File: config.mk
export PLATFORM = sky130hd
export DESIGN_NAME = mips_cycle_sequencer
export DESIGN_NICKNAME = d
export VERILOG_FILES = /design/src/rtl/mips_cycle_sequencer.sv
export SDC_FILE = /design/constraint.sdc
export NUM_CORES = 1
export LEC_CHECK = 0
export CAP_MARGIN = 30
export CORE_MARGIN = 3
export CORE_UTILIZATION = 21
export CTS_CLUSTER_SIZE = 12
export DETAILED_ROUTE_END_ITERATION = 16
export GPL_TIMING_DRIVEN = 0
export PLACE_DENSITY = 0.77
export SYNTH_ARGS = -nofsm -noshare
export SYNTH_HDL_FRONTEND = slang
export SYNTH_SLANG_ARGS = --single-unit
File: constraint.sdc
create_clock -name clk -period 1.4 [get_ports clk]
set_clock_uncertainty 0.2 [all_clocks]
set_input_delay 0.21 -clock clk [delete_from_list [all_inputs] [get_ports clk]]
set_output_delay 0.21 -clock clk [all_outputs]
set_load 0.02 [all_outputs]
File: src/rtl/mips_cycle_sequencer.sv
// Multicycle FETCH/EXEC/MEM control sequencer for the MIPS core, with a halt
// address, Avalon-style wait_req stalling and an optional bus-timeout watchdog.
module mips_cycle_sequencer #(
    parameter int                ADDR_W      = 32,
    parameter logic [ADDR_W-1:0] HALT_ADDR   = '0,
    parameter int                OPC_W       = 6,
    parameter int                MEM_TIMEOUT = 0
) (
    input  logic              clk,
    input  logic              reset,
    input  logic              wait_req,
    input  logic [ADDR_W-1:0] pc,
    input  logic [OPC_W-1:0]  opcode,
    output logic [2:0]        state,
    output logic              active,
    output logic              mem_read,
    output logic              mem_write,
    output logic              ir_load,
    output logic              pc_update,
    output logic              reg_write,
    output logic              mem_stall,
    output logic              bus_error
);

    localparam int CNT_W = (MEM_TIMEOUT > 0) ? (($clog2(MEM_TIMEOUT + 1) > 0) ? $clog2(MEM_TIMEOUT + 1) : 1) : 1;
    localparam bit WD_EN = (MEM_TIMEOUT > 0);
    localparam logic [CNT_W-1:0] CNT_LAST = CNT_W'((MEM_TIMEOUT > 0) ? MEM_TIMEOUT - 1 : 0);

    typedef enum logic [2:0] {
        S_FETCH = 3'd0,
        S_EXEC  = 3'd1,
        S_MEM   = 3'd2,
        S_HALT  = 3'd3,
        S_ERROR = 3'd4
    } state_t;

    state_t           state_reg, state_next;
    logic [CNT_W-1:0] cnt_reg, cnt_next, cnt_inc;
    logic             bus_error_reg, bus_error_next;
    logic             is_load, is_store, wd_expire;

    always_comb begin
        is_load  = 1'b0;
        is_store = 1'b0;
        case (opcode)
            OPC_W'(6'b100000), OPC_W'(6'b100001), OPC_W'(6'b100010), OPC_W'(6'b100011),
            OPC_W'(6'b100100), OPC_W'(6'b100101), OPC_W'(6'b100110): is_load = 1'b1;
            OPC_W'(6'b101000), OPC_W'(6'b101001), OPC_W'(6'b101010), OPC_W'(6'b101011),
            OPC_W'(6'b101110): is_store = 1'b1;
            default: ;
        endcase
    end

    // Saturating busy counter; expiry fires on the MEM_TIMEOUT-th busy cycle.
    assign cnt_inc   = (cnt_reg == '1) ? cnt_reg : cnt_reg + CNT_W'(1);
    assign wd_expire = WD_EN && wait_req && (cnt_reg == CNT_LAST);

    always_comb begin
        state_next     = state_reg;
        cnt_next       = cnt_reg;
        bus_error_next = bus_error_reg;
        active         = 1'b1;
        mem_read       = 1'b0;
        mem_write      = 1'b0;
        ir_load        = 1'b0;
        pc_update      = 1'b0;
        reg_write      = 1'b0;
        mem_stall      = 1'b0;
        case (state_reg)
            S_FETCH: begin
                if (pc == HALT_ADDR) begin
                    state_next = S_HALT;
                    cnt_next   = '0;
                end else begin
                    mem_read = 1'b1;
                    if (wait_req) begin
                        mem_stall = 1'b1;
                        if (wd_expire) begin
                            state_next     = S_ERROR;
                            bus_error_next = 1'b1;
                            cnt_next       = '0;
                        end else begin
                            cnt_next = cnt_inc;
                        end
                    end else begin
                        ir_load    = 1'b1;
                        state_next = S_EXEC;
                        cnt_next   = '0;
                    end
                end
            end
            S_EXEC: begin
                pc_update = 1'b1;
                cnt_next  = '0;
                if (is_load || is_store) begin
                    state_next = S_MEM;
                end else begin
                    reg_write  = 1'b1;
                    state_next = S_FETCH;
                end
            end
            S_MEM: begin
                mem_read  = is_load;
                mem_write = is_store && !is_load;
                if (wait_req) begin
                    mem_stall = 1'b1;
                    if (wd_expire) begin
                        state_next     = S_ERROR;
                        bus_error_next = 1'b1;
                        cnt_next       = '0;
                    end else begin
                        cnt_next = cnt_inc;
                    end
                end else begin
                    reg_write  = is_load;
                    state_next = S_FETCH;
                    cnt_next   = '0;
                end
            end
            S_HALT: begin
                active   = 1'b0;
                cnt_next = '0;
            end
            S_ERROR: begin
                active   = 1'b0;
                cnt_next = '0;
            end
            default: begin
                state_next = S_FETCH;
                cnt_next   = '0;
            end
        endcase
    end

    always_ff @(posedge clk) begin
        if (reset) begin
            state_reg     <= S_FETCH;
            cnt_reg       <= '0;
            bus_error_reg <= 1'b0;
        end else begin
            state_reg     <= state_next;
            cnt_reg       <= cnt_next;
            bus_error_reg <= bus_error_next;
        end
    end

    assign state     = state_reg;
    assign bus_error = bus_error_reg;

endmodule
==> out/qor.yml <==
layout:
  fin_nets: 164
  area_growth_pct: 183
  drive_gt1_share_pct: 66.7
  largest_reg_flops: 2
  layout_commonest_cell: "clkbuf_2"
  final_cell_mix: "clkbuf_2, buf_6, buf_4"
  multi_input_area_um2: 484
  layout.cells.non_filler: 141
  seq_area_um2: 47.5
  design_area_um2: 1090
  nFillCells: 135
  antenna_cells: 0
cts:
  cts.path.max_buffers: 2
  htreeDepth: 1
  cts_buffers: 3
  clock-sinks: 2
  clk_latency_ps: 220
  postCtsHoldBufs: 0
  cts-root-buf: "clkbuf_4"
  clk_pin_slew_ps: 30
  cts_tree: "built"
power:
  p_clk_share_pct: 19.6
  vdd_drop_max_mv: 0.439
  p_int_uw: 397
  p_switching_uw: 241
  powerDensity_nw_per_um2: 585
  total_power_uw: 638
  seqPwrFrac_pct: 12.1
  combPwrFrac_pct: 68.3
  p_leak_nw: 0.462
  swShare_pct: 37.8
synthesis:
  ys_ff_latch: 2
  synth_edf_count: 0
  yosys_warnings: 0
  synth_cells: 54
  yosysSeqAreaShare_pct: 10.4
  synth_cell_types: 27
  async_reset_ff_share_pct: 0
  synth_area_um2: 385
  synth_area_per_cell_um2: 7.14
  synth_ff_type: "dfxtp_1"
drt:
  drc_errors: 0
  firstDrtPassIters: 4
  wire_per_inst_um: 14.4
  wl_mm: 2.03
  via_per_inst: 4.67
  via_count: 659
  drt_iter0_drc: 1
  antenna_left: 0
timing:
  fin_ws_ps: -406
  min_period_ps: 1810
  setup_violations: 9
  hold_viol: 0
  setup-tns-final_ps: -2290
  fmax_mhz: 554
  fin_crit_sh_pct: 129
  rsz0062_at_grt: "yes"
  drv_slew: 0
outcome:
  status: "finished with violations"
  violations: "negative setup slack"
hold_path:
  hp-class: "in2reg"
floorplan:
  die_area_um2: 2380
  rows: 14
  boundaryPins: 52
  die_w_um: 48.8
  die_h_um: 48.8
  initial_core_util_pct: 23.9
  core-area_um2: 1610
setup_path:
  cp.required_ps: 990
  crit_arrival_ps: 1400
  critPathKind: "reg2out"
  endpoint_kind: "output port"
  crit_fanout: 3
  reg2reg_slack_ps: -210
  start_kind: "register"
grt:
  antenna_found_initial: 0
  grt_pass1_wl_mm: 3.15
  grt_overflow: 0
  grt_pass1_vias: 718
  track_usage_pct: 16.1
  grt_start_max_net_pins: 7
run:
  max-cap-violations: 0
placed_design:
  dpl_cell_area_um2: 950
  io_buffers: 49
  gp_congestion: 0.687
  dp_hpwl_mm: 1.41
  dp.cells: 128
-- layout make-up --
type,count,area share (%)
plain buffers,2,1.38
multi-input cells,45,44.4
clock buffers,3,2.06
repair buffers,59,42.8
inverters,6,2.29
flip-flops and latches,2,4.36
well taps,24,2.75
-- stage by stage --
stage               worst slack, ps  hold slack [ps]  utilization [%]
finish                         -406              245             67.7
floorplan                      -176              113                -
detailed placement            -1150              446             58.9
global route                   -451              296             67.7
CTS                            -437              238             64.2
global placement              -1120              423             58.9
-- path summary, 6_finish.rpt --
check                            endpoint      from  depth (start not counted)
worst min-delay path             state[1]    pc[10]                          5
worst max register to register   state[1]  state[1]                          8
worst min register to register   state[0]  state[0]                          2
worst max-delay path            reg_write  state[1]                          6
-- power by group through the flow --
stage          registers, mW  logic, mW  clock network [mW]
5_1_grt               0.0781      0.464               0.138
6_report              0.0769      0.436               0.125
2_1_floorplan         0.0867      0.149                   0
4_1_cts               0.0769      0.381               0.134
3_3_place_gp          0.0793      0.340                   0
3_5_place_dp          0.0798      0.345                   0
-- cell families after synthesis --
logic type	after synthesis	synth area share, %
buffers and inverters	8	9.74
AND/OR/NAND/NOR	24	36.0
AO/OA/AOI/OAI	14	26.9
flip-flops	2	10.4
adder cells (fa/ha/maj)	4	13.0
multiplexers	1	2.92
other	1	0.973
-- layer usage --
layer	vias to the layer above	GRT usage, %	wire length (um)
li1	329	-	-
met1	309	16.4	709
met3	0	4.28	118
met4	0	4.27	0
met2	21	31.7	1200
met5	-	0	0
-- Yosys cell counts, types with 2 or more instances --
library cell / count / area [um2]
nand2b_1: 2 / 12.5
nor2_1: 3 / 11.3
o21ai_0: 4 / 20.0
dfxtp_1: 2 / 40.0
nor2b_1: 2 / 12.5
nand2_1: 2 / 7.51
inv_1: 6 / 22.5
nand4_1: 2 / 12.5
buf_4: 2 / 15.0
a21boi_0: 2 / 15.0
nor4_1: 8 / 50.1
ha_1: 4 / 50.1
-- critical path, stage by stage, from the launching register on --
cell,delay [ps]
dfxtp_4,340
inv_4,70
ha_4,130
inv_2,30
a311o_1,280
a21boi_2,180
buf_6,140
-- repair_timing --
action | CTS | global route
buffers inserted | 8 | 2
setup endpoints to repair | 11 | 9
gates resized for setup | 128 | 49
pin swaps | 21 | 16
Power figures use the tool's default switching activity.
